$ cat src/rtl/arm_mem_pkg.sv
// Shared definitions for the MEM-stage SRAM controller: FSM state encoding,
// default SRAM base address and halfword-select constants.
package arm_mem_pkg;

   typedef enum logic [1:0] {
      IDLE = 2'd0,
      LO   = 2'd1,
      HI   = 2'd2,
      DONE = 2'd3
   } mem_state_e;

   localparam int unsigned DEFAULT_BASE_ADDR = 32'd1024;

   localparam logic LO_HALF = 1'b0;
   localparam logic HI_HALF = 1'b1;

endpackage

$ cat src/rtl/sram_phase_timer.sv
// Per-phase wait counter for the SRAM controller: counts 0..WAIT_CYCLES-1
// while enabled, flags the last cycle and pulses done as the phase ends.
module sram_phase_timer
   import arm_mem_pkg::*;
#(
   parameter int WAIT_CYCLES = 5
) (
   input  logic clk,
   input  logic rst,
   input  logic i_start,
   input  logic i_en,
   output logic o_last,
   output logic o_done
);

   localparam int CW = (WAIT_CYCLES > 1) ? $clog2(WAIT_CYCLES) : 1;
   localparam logic [CW-1:0] LAST_CNT = CW'(WAIT_CYCLES - 1);

   logic [CW-1:0] r_cnt;

   // Counter wraps on its own at the end of a phase so LO hands over to HI at zero
   always_ff @(posedge clk or posedge rst) begin
      if (rst) begin
         r_cnt <= '0;
      end else if (i_start) begin
         r_cnt <= '0;
      end else if (i_en) begin
         r_cnt <= (r_cnt == LAST_CNT) ? '0 : r_cnt + 1'b1;
      end
   end

   assign o_last = (r_cnt == LAST_CNT);
   assign o_done = i_en & o_last;

endmodule

$ cat src/rtl/sram_mem_ctrl.sv
// MEM-stage controller: one 32-bit load/store as two 16-bit async SRAM phases,
// holding ready low meanwhile. Optional macro ADDR_RANGE_CHECK_EN rejects out-of-range requests.
module sram_mem_ctrl
   import arm_mem_pkg::*;
#(
   parameter int          WAIT_CYCLES = 5,
   parameter int unsigned BASE_ADDR   = DEFAULT_BASE_ADDR,
   parameter int          SRAM_AW     = 18
) (
   input  logic               clk,
   input  logic               rst,
   input  logic               rd_en,
   input  logic               wr_en,
   input  logic [31:0]        address,
   input  logic [31:0]        wdata,
   output logic [31:0]        rdata,
   output logic               ready,
   output logic [SRAM_AW-1:0] sram_addr,
   output logic [15:0]        sram_dq_o,
   input  logic [15:0]        sram_dq_i,
   output logic               sram_dq_oe,
   output logic               sram_we_n,
   output logic               addr_err
);

   localparam logic [1:0] S_IDLE = IDLE;
   localparam logic [1:0] S_LO   = LO;
   localparam logic [1:0] S_HI   = HI;
   localparam logic [1:0] S_DONE = DONE;

   logic [1:0]         r_state;
   logic [SRAM_AW-2:0] r_idx;
   logic [31:0]        r_wdata;
   logic               r_wr;
   logic [31:0]        r_rdata;

   logic [31:0]        w_off;
   logic [SRAM_AW-2:0] w_idx;
   logic               w_req;
   logic               w_bad;
   logic               w_accept;
   logic               w_phase;
   logic               w_half;
   logic               w_last;
   logic               w_done;
   logic               w_unused_bits;

   assign w_off = address - BASE_ADDR;
   assign w_idx = w_off[SRAM_AW:2];
   assign w_req = rd_en | wr_en;

`ifdef ADDR_RANGE_CHECK_EN
   logic r_addr_err;

   assign w_bad         = (address < BASE_ADDR) || (|w_off[31:SRAM_AW+1]);
   assign w_unused_bits = ^w_off[1:0];
   assign addr_err      = r_addr_err;

   always_ff @(posedge clk or posedge rst) begin
      if (rst) begin
         r_addr_err <= 1'b0;
      end else begin
         r_addr_err <= (r_state == S_IDLE) & w_req & w_bad;
      end
   end
`else
   assign w_bad         = 1'b0;
   assign w_unused_bits = ^{w_off[31:SRAM_AW+1], w_off[1:0]};
   assign addr_err      = 1'b0;
`endif

   assign w_accept = (r_state == S_IDLE) & w_req & ~w_bad;
   assign ready    = ((r_state == S_IDLE) & ~w_accept) | (r_state == S_DONE);
   assign w_phase  = (r_state == S_LO) | (r_state == S_HI);
   assign w_half   = (r_state == S_HI) ? HI_HALF : LO_HALF;
   assign rdata    = r_rdata;

   sram_phase_timer #(
      .WAIT_CYCLES(WAIT_CYCLES)
   ) u_timer (
      .clk    (clk),
      .rst    (rst),
      .i_start((r_state == S_IDLE) | (r_state == S_DONE)),
      .i_en   (w_phase),
      .o_last (w_last),
      .o_done (w_done)
   );

   always_ff @(posedge clk or posedge rst) begin
      if (rst) begin
         r_state <= S_IDLE;
         r_idx   <= '0;
         r_wdata <= '0;
         r_wr    <= 1'b0;
         r_rdata <= '0;
      end else begin
         case (r_state)
            S_IDLE: begin
               if (w_accept) begin
                  r_idx   <= w_idx;
                  r_wdata <= wdata;
                  r_wr    <= wr_en;
                  r_state <= S_LO;
               end else if (w_req & w_bad & ~wr_en) begin
                  r_rdata <= '0;
               end
            end
            S_LO: begin
               if (w_done) begin
                  if (!r_wr) r_rdata[15:0] <= sram_dq_i;
                  r_state <= S_HI;
               end
            end
            S_HI: begin
               if (w_done) begin
                  if (!r_wr) r_rdata[31:16] <= sram_dq_i;
                  r_state <= S_DONE;
               end
            end
            S_DONE:  r_state <= S_IDLE;
            default: r_state <= S_IDLE;
         endcase
      end
   end

   // Write strobe is released on the last cycle of each phase to give data hold
   always_comb begin
      sram_addr  = '0;
      sram_dq_o  = '0;
      sram_dq_oe = 1'b0;
      sram_we_n  = 1'b1;
      if (w_phase) begin
         sram_addr = {r_idx, w_half};
         if (r_wr) begin
            sram_dq_o  = (w_half == HI_HALF) ? r_wdata[31:16] : r_wdata[15:0];
            sram_dq_oe = 1'b1;
            sram_we_n  = w_last;
         end
      end
   end

endmodule

$ cat config.mk
export PLATFORM = sky130hd
export DESIGN_NAME = sram_mem_ctrl
export DESIGN_NICKNAME = d
export VERILOG_FILES = /design/src/rtl/arm_mem_pkg.sv /design/src/rtl/sram_phase_timer.sv /design/src/rtl/sram_mem_ctrl.sv
export SDC_FILE = /design/constraint.sdc
export NUM_CORES = 1
export LEC_CHECK = 0
export CAP_MARGIN = 20
export CORE_MARGIN = 3
export CORE_UTILIZATION = 45
export CTS_BUF_LIST = sky130_fd_sc_hd__clkbuf_8
export DETAILED_ROUTE_END_ITERATION = 7
export GPL_TIMING_DRIVEN = 0
export PLACE_DENSITY = 0.88
export SYNTH_ARGS = -nofsm -noshare
export SYNTH_HDL_FRONTEND = slang
export SYNTH_HIERARCHICAL = 1
export SYNTH_SLANG_ARGS = --single-unit
$ cat constraint.sdc
create_clock -name clk -period 3.3 [get_ports clk]
set_input_delay 0.99 -clock clk [delete_from_list [all_inputs] [get_ports clk]]
set_output_delay 0.99 -clock clk [all_outputs]
set_load 0.005 [all_outputs]
==> impl_summary.md, run 1 <==
Die
The die is slightly below 100 um tall. The floorplan step set the die width to roughly 99 um. After floorplanning, the core was divided into 33 placement rows. The die covers between 0.009 and 0.01 mm^2.

The area of the core region is 0.008299 mm^2. For this configuration, the core starts out at a cell density of 0.4693. The number of primary I/O pins is roughly 150.

Clock network
The clock net sink count is 87. The total CTS buffers is 9. TritonCTS built the clock tree.

The CTS H-tree depth is 3. The post-CTS clock slew at the launch and capture registers of the worst setup and hold paths is approximately 0.080 ns. The library cell used as clock root buffer is clkbuf_8. After clock tree synthesis, the flow added hold-fix buffers numbering 0. The insertion delay of the later-clocked pin in the worst-skew pair is 0.35 ns. The number of buffers on the longest clock path is 2.

Synthesis
A synthesized cell averages ~10 um^2. The most used flip-flop cell after synthesis is dfrtp_1. The cell area that synthesis handed to floorplanning was 0.003895 mm^2.

Of all flip-flops after synthesis, the portion carrying an async set or reset was 1.000. Counting every instance in the synthesized netlist gives 388. The synthesized netlist contains 34 unique library cells. The cell type with the highest aggregate area in the netlist is dfrtp_1. The flip-flop and latch count after synthesis is between 80 and 90. The number of enable flip-flop cells after synthesis is 0. For this run, the register share of the synthesized area comes to 0.5589. In the post-synthesis netlist, the biggest area contributors are dfrtp_1, nand2_1, mux2_2. The count of synthesis-stage warnings from yosys is 6. The proportion of netlist area held by the largest area contributor is 0.5589. Synthesis produced a netlist with a net count of approximately 480.

Layout
Of the cells placed in the final design, the portion with a size suffix greater than 1 is 0.1236. The number of filler cells placed in the layout is roughly 650. Leaving out fill and tap cells, the most frequent cell in the layout is clkdlybuf4s50_1. The area of the multi-input gates is about 0.0016 mm^2.

For this run, the share of the core covered by cells in the final layout is 0.6826. The sequential standard cell area is around 0.0022 mm^2. From synthesis to final layout, the design area changed by 45.45%.

In the layout the commonest cells are clkdlybuf4s50_1, nand2_1, dfrtp_1. The number of antenna diodes in the final layout is 0. After the last flow step, the layout net total stands at approximately 630.

Power
For this design the static power due to leakage is approximately 2.6 nW. For this design the ratio of total power to cell area is just over 800 mW/mm^2. The worst vdd rail ir drop is about 440 uV.

Worst setup path
Along the worst path, the maximum fanout reaches 4. The cell type group with the largest total delay on the critical path is buffers and inverters. The sort of element at the end of the critical path is an output pin. Counting cells, the worst reg-to-reg path comes to 8.

The most used cell along the critical path is clkdlybuf4s50_1. Traced cell by cell, the critical path runs through clkdlybuf4s50_1, nor2_2, a21o_1, clkdlybuf4s50_1. Among all stages on the critical path, the largest delay is contributed by clkdlybuf4s50_1.

For flop-to-flop paths, the worst setup slack is 0.88 ns. The start-to-end type of the worst setup path is in2out. The start of the worst register-to-register path is r_state[1].

STA puts the critical path data arrival time at 2.25 ns. The element type at the critical path start is a primary input. The critical path contains buffers and inverters numbering 2 combined. The endpoint of the worst register-to-register path is rdata[16].

STA puts the critical path data required time at ~2.3 ns. In this design, the stage delay of the slowest critical-path cell is ~0.51 ns.

Place
The worst slack at placement is -0.3296 ns. The quantity of I/O buffers inserted on ports is between 100 and 150. The placed wire-length estimate after detailed placement is about 7.2 mm. Routability-driven placement finished with a final weighted congestion of slightly below 0.8.

STA
The headroom to the max-slew limit is 0.6537. For the finished layout, the period the worst path requires is between 3 and 4 ns. Between clock sinks in the finished design, the worst skew comes to approximately 0.01 ns. At the pin with the least slew margin, the transition time is about 0.52 ns. The final count of pins violating max slew is 0. Setup repair after global routing left no endpoint under its margin. Setup violations remaining at the end of the flow were counted as 0. The final critical-path setup slack is 0.06169 ns.

The highest clock frequency the design can meet is 0.3088 GHz. The hold violation count in the final report came to 0. The post-route fraction of the period consumed by the critical path is 0.9813.

GRT
The wire length of the first global-routing pass is about 16 mm. Entering global routing, the biggest net connects 51 pins. The via count of the first global-routing pass came to between 3k and 4k. In the global route stage, overall resource usage came out at 0.2000. The total overflow left after global routing is 0. The initial antenna violation count is 0.

Detailed routing
The total DRC errors in the routed layout is 0. In the routed layout, each cell is associated on average with a via count of 4.988. The aggregate routed wire length is around 9.5 mm.

The remaining antenna violation count after routing is 0. The number of detailed-routing iterations run before antenna repair is 4. The violation count after the first detailed-routing iteration is 95.

The wire length per cell is 14.67 um. The final route contains 3,227 vias.

Min path
The worst hold-check path type is reg2reg. The startpoint identified for the worst hold timing path is r_wdata[0]. The end of the worst hold path is r_wdata[0]. The worst hold path depth is 2.

Outcome
The flow ran to the end, and the final reports show no timing, DRC or antenna violations.

Flow run
The number of violations of the max-capacitance limit is 0.
==> routing by layer <==
layer | part of all wire | global-route usage
met5 | 0 | 0
met4 | 0.015 | 0.06933
met3 | 0.050 | 0.03892
met2 | 0.51 | 0.3512
met1 | 0.43 | 0.2453
==> repair_timing <==
| item | in CTS | in global routing |
|---|---|---|
| setup buffers | 2 | 0 |
| cloned | 0 | 0 |
| resized for setup | 10 | 4 |
| pin swaps | 1 | 0 |
| endpoints found under the setup margin | 30 | 10 |
==> cell usage after synthesis (2+ instances only) <==
| library cell | n |
|---|---|
| and2_1 | 17 |
| buf_2 | 5 |
| inv_1 | 12 |
| xnor2_1 | 2 |
| nand3_1 | 3 |
| nor2_1 | 22 |
| o31ai_1 | 2 |
| ha_1 | 7 |
| mux2_2 | 32 |
| a31oi_1 | 4 |
| a21oi_1 | 3 |
| o21ai_0 | 6 |
| or4_1 | 3 |
| or3_1 | 4 |
| nand2_1 | 132 |
| nand2b_1 | 2 |
| nor2b_1 | 2 |
| mux2i_1 | 17 |
| dfrtp_1 | 87 |
| clkbuf_1 | 12 |
==> tightest hold or removal path: stages (launching register included) <==
cell and delay (ns):
dfrtp_1 0.35, nand2_1 0.05, nand2_1 0.05
==> registers in the layout, summed over array words and instances (netlist names) <==
name and cells:
r_wdata 32, rdata 32, r_idx 17, u_timer/r_cnt 3, r_state 2, r_wr 1
==> cells by family (layout without fill, tap and decap cells) <==
group	Yosys count	count (layout)	synth area share
simple gates	190	190	0.2091
flops	87	87	0.5589
mux	49	49	0.1362
buf+inv	30	184	0.03148
compound gates	22	22	0.03630
fa+ha+maj	7	7	0.02249
xor+xnor	2	2	0.004498
other cells	1	1	0.0009628
==> power by group <==
group | internal, mW | switching [mW] | leakage, nW
combinational | 1.22 | 1.03 | 1.45
sequential | 1.47 | 0.217 | 1.05
clock | 0.353 | 0.383 | 0.104
total | 3.04 | 1.63 | 2.60
==> area by class of cell <==
cell class / count / share of cell area
buffer: 16 / 0.01413
clock buffer: 9 / 0.02186
clock inverter: 7 / 0.01259
inverter: 12 / 0.008392
multi-input combinational: 271 / 0.2860
sequential: 87 / 0.3843
tap: 105 / 0.02319
timing repair buffer: 140 / 0.2496
==> worst max-delay path by stage <==
stage | start | to | cells after the start
floorplan | rst | r_idx[0] | 1
global placement | rst | r_wdata[24] | 2
detailed placement | r_state[0] | sram_dq_o[6] | 7
CTS | r_state[0] | sram_dq_o[6] | 7
global route | r_state[0] | sram_dq_o[14] | 6
finish | wr_en | ready | 4
==> through the flow <==
step                      TNS (ns)  instances  power, mW  cell area (um^2)  hold slack [ns]
after floorplan                  0        388      2.774              3895           0.4380
after global placement      -93.83        630      3.773              5398           0.4533
after detailed placement    -2.405        631      3.883              5428           0.4609
after CTS                        0        648      4.725              5670           0.4815
after global routing             0        647      5.022              5665           0.5092
final                            0        647      4.675              5665           0.4776
Power figures use the tool's default switching activity.
==> run 2, diff against run 1 <==
- CORE_UTILIZATION: 45 -> 39
- CTS_BUF_LIST: sky130_fd_sc_hd__clkbuf_8 -> unset
- PLACE_DENSITY: 0.88 -> 0.82
- clock period: 3.3 -> 2.65 ns (I/O delays scaled with it)
==> run 2 against run 1 <==
Compared with the run above:
- global-route usage is 2.0 points lower
- largest cell class unchanged
- critical path depth grew 3
- clock skew is 0.0012 ns higher
- largest power group unchanged
- critical path type is now reg2out
- design area increased by 4.9%
- flip-flop and latch count unchanged
==> impl_summary.md, run 2 (synthesis results as in run 1) <==
Outcome
The flow ran to the end, and the final reports show no timing, DRC or antenna violations.

GRT
The global router's overall resource usage came to 0.1803 (-0.01969). The total global routing overflow is 0 (unchanged). The wire length of the first global-routing pass was 16.41 mm (+3.5%). The via count of the first global-routing pass is 3,423 (+0.26%). The maximum number of pins on one net before global-route repair is 31 (-39%). The initial antenna violation count is 0 (unchanged).

Min path
The worst hold path terminates at r_wdata[3]. The startpoint identified for the worst hold timing path is r_wdata[3]. The path class of the tightest hold or removal check is reg2reg.

The worst hold path depth is 2 (unchanged).

Detailed routing
The total DRC errors in the routed layout came to 0 (unchanged). The highest metal layer with signal wires is met4. The remaining antenna violation count after routing is 0 (unchanged). The aggregate routed wire length came to 10.03 mm (+5.7%). The wire length per cell was 14.47 um (-1.4%). The violation count after the first detailed-routing iteration is 92 (-3.2%). The number of detailed-routing iterations run before antenna repair is 4 (unchanged). The via count of the routed design is 3,297 (+2.2%).

The total length of routed met2 wires is 5.118 mm (+6.4%). The via density per instance is 4.758 (-4.6%). The length of routed met3 wiring is 508 um (+8.1%).

The detailed-route wire length on metal 1 is 4.306 mm (+6.1%).

Layout
From synthesis to final layout, the design area changed by 52.65%. The number of diodes added for antenna fixing came to 0 (unchanged). The top cell types in the final layout, fill and taps aside, are nand2_1, clkdlybuf4s50_1, dfrtp_1. The sequential standard cell area was 0.002177 mm^2 (unchanged). The number of filler cells placed in the layout is 825 (+28%). The post-layout utilization of the core was 0.6286 (-0.05408).

The final-stage net count is 650 (+3.5%). The number of cells in the finished layout apart from fillers is 693 (+7.1%). Leaving out fill and tap cells, the most frequent cell in the layout is nand2_1. The ratio of cells with drive above 1 in the final layout is 0.1897 (+0.06610). The cell area after layout was 0.005946 mm^2 (+4.9%). The area of the multi-input gates is 0.001673 mm^2 (+3.2%).

Die
The die height is 105.9 um (+7.0%). The area of the core region is 0.009459 mm^2 (+14%). The number of primary I/O pins is 154 (unchanged). The overall die width is 105.9 um (+7.0%). The area of the die is 0.01122 mm^2 (+14%). The effective utilization at floorplan is 0.4118 (-0.05755). The standard-cell row count is 35 (+6.1%).

STA
Setup repair after global routing left no endpoint under its margin. The headroom to the max-slew limit is 0.6170 (-0.03674). The maximum clock skew at final layout was 0.01101 ns (+0.001226 ns). The tightest hold margin was 0.4788 ns (+0.001272 ns). The total setup violations reported at the end of the flow is 0 (unchanged).

Derived from the worst setup path, the maximum achievable clock frequency is 0.3907 GHz. The post-route fraction of the period consumed by the critical path is 0.9659. The slew at the pin closest to its max-slew limit is 0.5733 ns (+0.05391 ns). The hold violation count in the final report is 0 (unchanged). The setup TNS came to 0 ns (unchanged). The final critical delay including setup and external delays is roughly 2.6 ns. The final count of pins violating max slew is 0 (unchanged).

Worst setup path
The critical-path maximum fanout is 7 (+3). The element type at the critical path start is a flop. The arrival time at the worst endpoint was 1.76 ns (-0.49 ns). The worst endpoint required time was 1.86 ns (-0.45 ns).

The startpoint identified for the worst register-to-register timing path is r_state[0]. The slack of the worst reg-to-reg path is 0.17 ns (-0.71 ns). The cell count of the worst reg-to-reg path is 10 (+2). The worst register-to-register path ends at rdata[16]. STA classifies the critical path endpoint as an output pin.

The start-to-end type of the worst setup path is reg2out.

Place
The quantity of I/O buffers inserted on ports is 137 (unchanged). The total placed instance area is 0.005472 mm^2 (+0.81%). The final RePlAce weighted congestion is 0.8246 (+6.9%).

The total placed cells including tap cells is 656 (+4.0%). The placed wire-length estimate after detailed placement is 7.270 mm (+0.38%).

Power
The combinational group share of total power is 0.517 (+0.034). The worst vdd rail ir drop is 563.9 uV (+28%). The fraction of power consumed by sequential logic is 0.345 (-0.015). The power per cell area came to 1033 mW/mm^2 (+25%). The power dissipated by switching net loads is 2.202 mW (+35%). The leakage dissipation was 3.023 nW (+16%). The internal power of the cells is 3.943 mW (+30%). The part of the power in the clock network came to 0.138 (-0.019). The switching power as a share of total power is 0.3583 (+0.008788).

Clock network
The clock net sink count is 87 (unchanged). The insertion delay of the later-clocked pin in the worst-skew pair is 0.35 ns (about the same). The post-CTS clock slew at the launch and capture registers of the worst setup and hold paths was 0.08 ns (about the same).

The total CTS buffers is 9 (unchanged). The library cell used as clock root buffer is clkbuf_8. The number of hold-repair buffers added at the cts stage is 0 (unchanged). The number of buffers on the longest clock path came to 2 (unchanged). The TritonCTS clock tree is yes. The CTS H-tree depth is 3 (unchanged).

Flow run
The number of violations of the max-capacitance limit was 0 (unchanged).
[run 2: cell types whose count changed in the layout (fill, tap and decap cells not counted), sizes merged]
| cell | previous run | this run |
|---|---|---|
| buf | 8 | 29 |
| bufinv | 1 | 0 |
| clkbuf | 20 | 29 |
| clkdlybuf4s50 | 137 | 99 |
| clkinv | 4 | 2 |
| clkinvlp | 0 | 4 |
| dlygate4sd2 | 0 | 12 |
| dlymetal6s2s | 0 | 18 |
| inv | 14 | 12 |
| nand2 | 132 | 133 |
[run 2: cell type report]
type	instances	area share
timing repair buffer	161	0.2666
clock inverter	6	0.007576
buffer	16	0.01978
inverter	12	0.008207
clock buffer	10	0.02315
tap	129	0.02715
multi-input combinational	272	0.2814
sequential	87	0.3662
[run 2: how the worst max path moves through the flow]
stage | start | to | slack (ns) | depth (start not counted)
finish | r_state[0] | sram_dq_o[8] | 0.09 | 7
detailed placement | r_state[0] | sram_dq_o[11] | -0.74 | 7
CTS | r_state[1] | sram_addr[15] | -0.13 | 5
global route | r_state[0] | sram_dq_o[12] | 0.008 | 7
floorplan | r_state[0] | sram_dq_o[10] | 0.30 | 6
global placement | r_state[0] | sram_dq_o[14] | -0.69 | 7
[run 2: power by group through the flow]
stage               logic, mW  clock network (mW)  registers, mW
CTS                      3.00               0.875           2.11
floorplan                1.40                   0           2.05
finish                   3.18               0.847           2.12
global route             3.50               0.937           2.18
detailed placement       2.71                   0           2.12
global placement         2.62                   0           2.09
[run 2: metal layers]
metal  track usage  vias to the layer above
li1              -                     1593
met1        0.2222                     1593
met2        0.3174                      102
met3       0.04675                        9
met4       0.04255                        0
met5             0                        -
[run 2: timing repair]
action	in CTS	in global routing
cloned	1	1
resized for setup	44	51
pin swaps	2	2
hold endpoints to repair	0	0
endpoints found under the setup margin	36	35
buffers inserted	11	10
[run 2: metrics by stage]
stage	total power, mW	setup slack, ns
after floorplan	3.455	0.2954
after global placement	4.710	-0.6921
after detailed placement	4.824	-0.7376
after CTS	5.989	-0.1338
after global routing	6.615	0.008398
final	6.145	0.09043
[run 2: critical path, stage by stage (launching register included)]
cell and delay, ns:
dfrtp_1 0.39, inv_2 0.08, ha_4 0.33, nand2_8 0.07, clkbuf_16 0.16, buf_4 0.16, nor2_1 0.11, clkbuf_2 0.12
==> run 3, diff against run 2 <==
- CORE_UTILIZATION: 39 -> 41
- CTS_BUF_LIST: unset -> sky130_fd_sc_hd__clkbuf_4 sky130_fd_sc_hd__clkbuf_8
- PLACE_DENSITY: 0.82 -> 0.85
- REMOVE_ABC_BUFFERS: unset -> 1
==> run 3 against run 2 <==
Compared with the run above:
- final cell count decreased by 2.9%
- via count decreased by 1.5%
- flip-flop and latch count unchanged
- total power increased by 1.5%
- clock skew increased by 0.0030 ns
- global-route usage decreased by 0.15 points
- utilization increased by 3.3 points
- clock power increased by 31%
- sequential share of layout area increased by 0.062 points
- combinational power decreased by 5%
- routed wire length decreased by 2.1%
- worst hold slack got worse by 0.0027 ns
- critical endpoint is now sram_dq_o[3]
- largest cell class unchanged
- highest routed layer unchanged
==> impl_summary.md, run 3 (synthesis results as in run 1) <==
Outcome
The flow ran to the end, and the final reports show no timing, DRC or antenna violations.

Die
The die height is 103.5 um (-2.3%). The overall die width was 103.5 um (-2.3%). The area of the core region is 0.008976 mm^2 (-5.1%).

The number of primary I/O pins is 154 (unchanged). The area of the die is 0.01071 mm^2 (-4.6%). The effective utilization at floorplan is 0.4339 (+0.02216). The standard-cell row count came to 34 (-2.9%).

STA
The slew at the pin closest to its max-slew limit is 0.9142 ns (+0.3409 ns). The post-route fraction of the period consumed by the critical path was 0.9907 (+0.02488). The tightest hold margin is 0.4762 ns (-0.002653 ns). The setup TNS is 0 ns (unchanged).

The hold violation count in the final report is 0 (unchanged). The highest clock frequency the design can meet is 0.3809 GHz (-2.5%). The headroom to the max-slew limit is 0.3905 (-0.2265). The final critical-path setup slack came to 0.02451 ns (-0.06592 ns). Setup repair after global routing could not meet its margin everywhere.

The total setup violations reported at the end of the flow was 0 (unchanged). The final critical delay including setup and external delays was 2.625 ns (+0.06592 ns). The maximum clock skew at final layout is 0.01397 ns (+0.002958 ns). The final count of pins violating max slew is 0 (unchanged).

Layout
The cell area after layout came to 0.005936 mm^2 (-0.17%). The number of filler cells placed in the layout was 702 (-15%). The leading cell type in the layout, fill and taps excluded is nand2_1.

The ratio of cells with drive above 1 in the final layout was 0.1627 (-0.02701). The number of diodes added for antenna fixing is 0 (unchanged). The top cell types in the final layout, fill and taps aside, are nand2_1, clkdlybuf4s50_1, dfrtp_1. The post-layout utilization of the core is 0.6613 (+0.03271). The final-stage net count is 633 (-2.6%). The number of cells in the finished layout apart from fillers is 673 (-2.9%).

Relative to the synthesized area, the layout overhead comes to 52.39%.

Place
The quantity of I/O buffers inserted on ports is 137 (unchanged). The final RePlAce weighted congestion was 0.7972 (-3.3%). The total placed cells including tap cells is 636 (-3.0%). The placed wire-length estimate after detailed placement was 6.539 mm (-10%).

The worst slack at placement is -0.9747 ns (-0.2371 ns). The total placed instance area is 0.005436 mm^2 (-0.64%).

Clock network
The post-CTS clock slew at the launch and capture registers of the worst setup and hold paths is 0.08 ns (about the same). The total CTS buffers came to 9 (unchanged). The CTS H-tree depth is 3 (unchanged). The number of buffers on the longest clock path is 2 (unchanged). The number of hold-repair buffers added at the cts stage came to 0 (unchanged). The clock net sink count is 87 (unchanged).

The insertion delay of the later-clocked pin in the worst-skew pair is 0.35 ns (about the same). TritonCTS built the clock tree. The library cell used as clock root buffer is clkbuf_8.

Worst setup path
The arrival time at the worst endpoint is 1.83 ns (+0.07 ns). The signal on the critical path passes through inv_2, buf_4, ha_4, buf_16, mux2i_1, nor2_1, dlygate4sd2_1. The highest cell delay on the worst timing path is 0.41 ns (+0.02 ns). The worst setup path is of the reg2out kind. The worst endpoint required time is 1.86 ns (about the same). The standard cell with the maximum stage delay on the critical path is dfrtp_1. The critical-path maximum fanout is 13 (+6).

The worst setup path is launched from a flop. The sort of element at the end of the critical path is an output pin.

Flow run
The number of violations of the max-capacitance limit is 0 (unchanged).

Detailed routing
The violation count after the first detailed-routing iteration came to 89 (-3.3%). The via density per instance is 4.828 (+1.5%). The remaining antenna violation count after routing is 0 (unchanged). The number of detailed-routing iterations run before antenna repair is 4 (unchanged).

The total DRC errors in the routed layout is 0 (unchanged). The wire length per cell is 14.58 um (+0.78%). The aggregate routed wire length came to 9.813 mm (-2.1%). The via count of the routed design came to 3,249 (-1.5%).

GRT
The via count of the first global-routing pass is 3,175 (-7.2%). The initial antenna violation count is 0 (unchanged). The maximum number of pins on one net before global-route repair is 54 (+74%). The global router's overall resource usage is 0.1788 (-0.001532).

The total global routing overflow is 0 (unchanged). The wire length of the first global-routing pass is 14.92 mm (-9.1%).

Power
The post-layout total power is 6.240 mW (+1.5%). The leakage dissipation is 2.972 nW (-1.7%). The worst vdd rail ir drop is 532.5 uV (-5.6%). The power per cell area is 1051 mW/mm^2 (+1.7%).

Min path
The worst hold-check path type is reg2reg.
-- run 3: final cells by class --
| type | instances | area, um^2 | share of cell area |
|---|---|---|---|
| tap | 126 | 157.7 | 0.02656 |
| multi-input combinational | 272 | 1669 | 0.2812 |
| clock inverter | 5 | 106.4 | 0.01792 |
| clock buffer | 11 | 138.9 | 0.02340 |
| inverter | 12 | 47.55 | 0.008010 |
| timing repair buffer | 160 | 1639 | 0.2761 |
| sequential | 87 | 2177 | 0.3668 |
-- run 3: timing repair --
item | in CTS | in global routing
resized for setup | 36 | 35
endpoints found under the setup margin | 69 | 19
setup buffers | 17 | 3
hold endpoints to repair | 0 | 0
cloned | 0 | 1
pin swaps | 3 | 2
-- run 3: worst paths after layout --
check	startpoint	end	slack [ns]	depth (start not counted)
setup / recovery	r_state[0]	sram_dq_o[3]	0.02	7
hold / removal	r_idx[15]	r_idx[15]	0.48	2
setup reg to reg	r_state[1]	rdata[15]	0.31	7
hold reg to reg	r_idx[15]	r_idx[15]	0.48	2
max in group asynchronous	rst	r_wdata[7]	1.21	3
min in group asynchronous	rst	u_timer/r_cnt[0]	0.71	2
-- run 3: critical path, delay by kind of cell, from the launching register on --
family	cells	cell delay [ns]
buffers and inverters	4	0.63
flip-flops	1	0.41
multiplexers	1	0.21
adder cells (fa/ha/maj)	1	0.17
AND/OR/NAND/NOR	1	0.06
-- run 3: per-layer routing --
metal / global-route usage / vias up / share of wire
li1: - / 1569 / -
met1: 0.2159 / 1559 / 0.41
met2: 0.3118 / 112 / 0.51
met3: 0.04896 / 9 / 0.072
met4: 0.05279 / 0 / 0.011
met5: 0 / - / 0
-- run 3: report_power, final --
part / internal (mW) / switching, mW
logic: 1.62 / 1.40
registers: 1.83 / 0.278
clock network: 0.650 / 0.463
total: 4.10 / 2.14
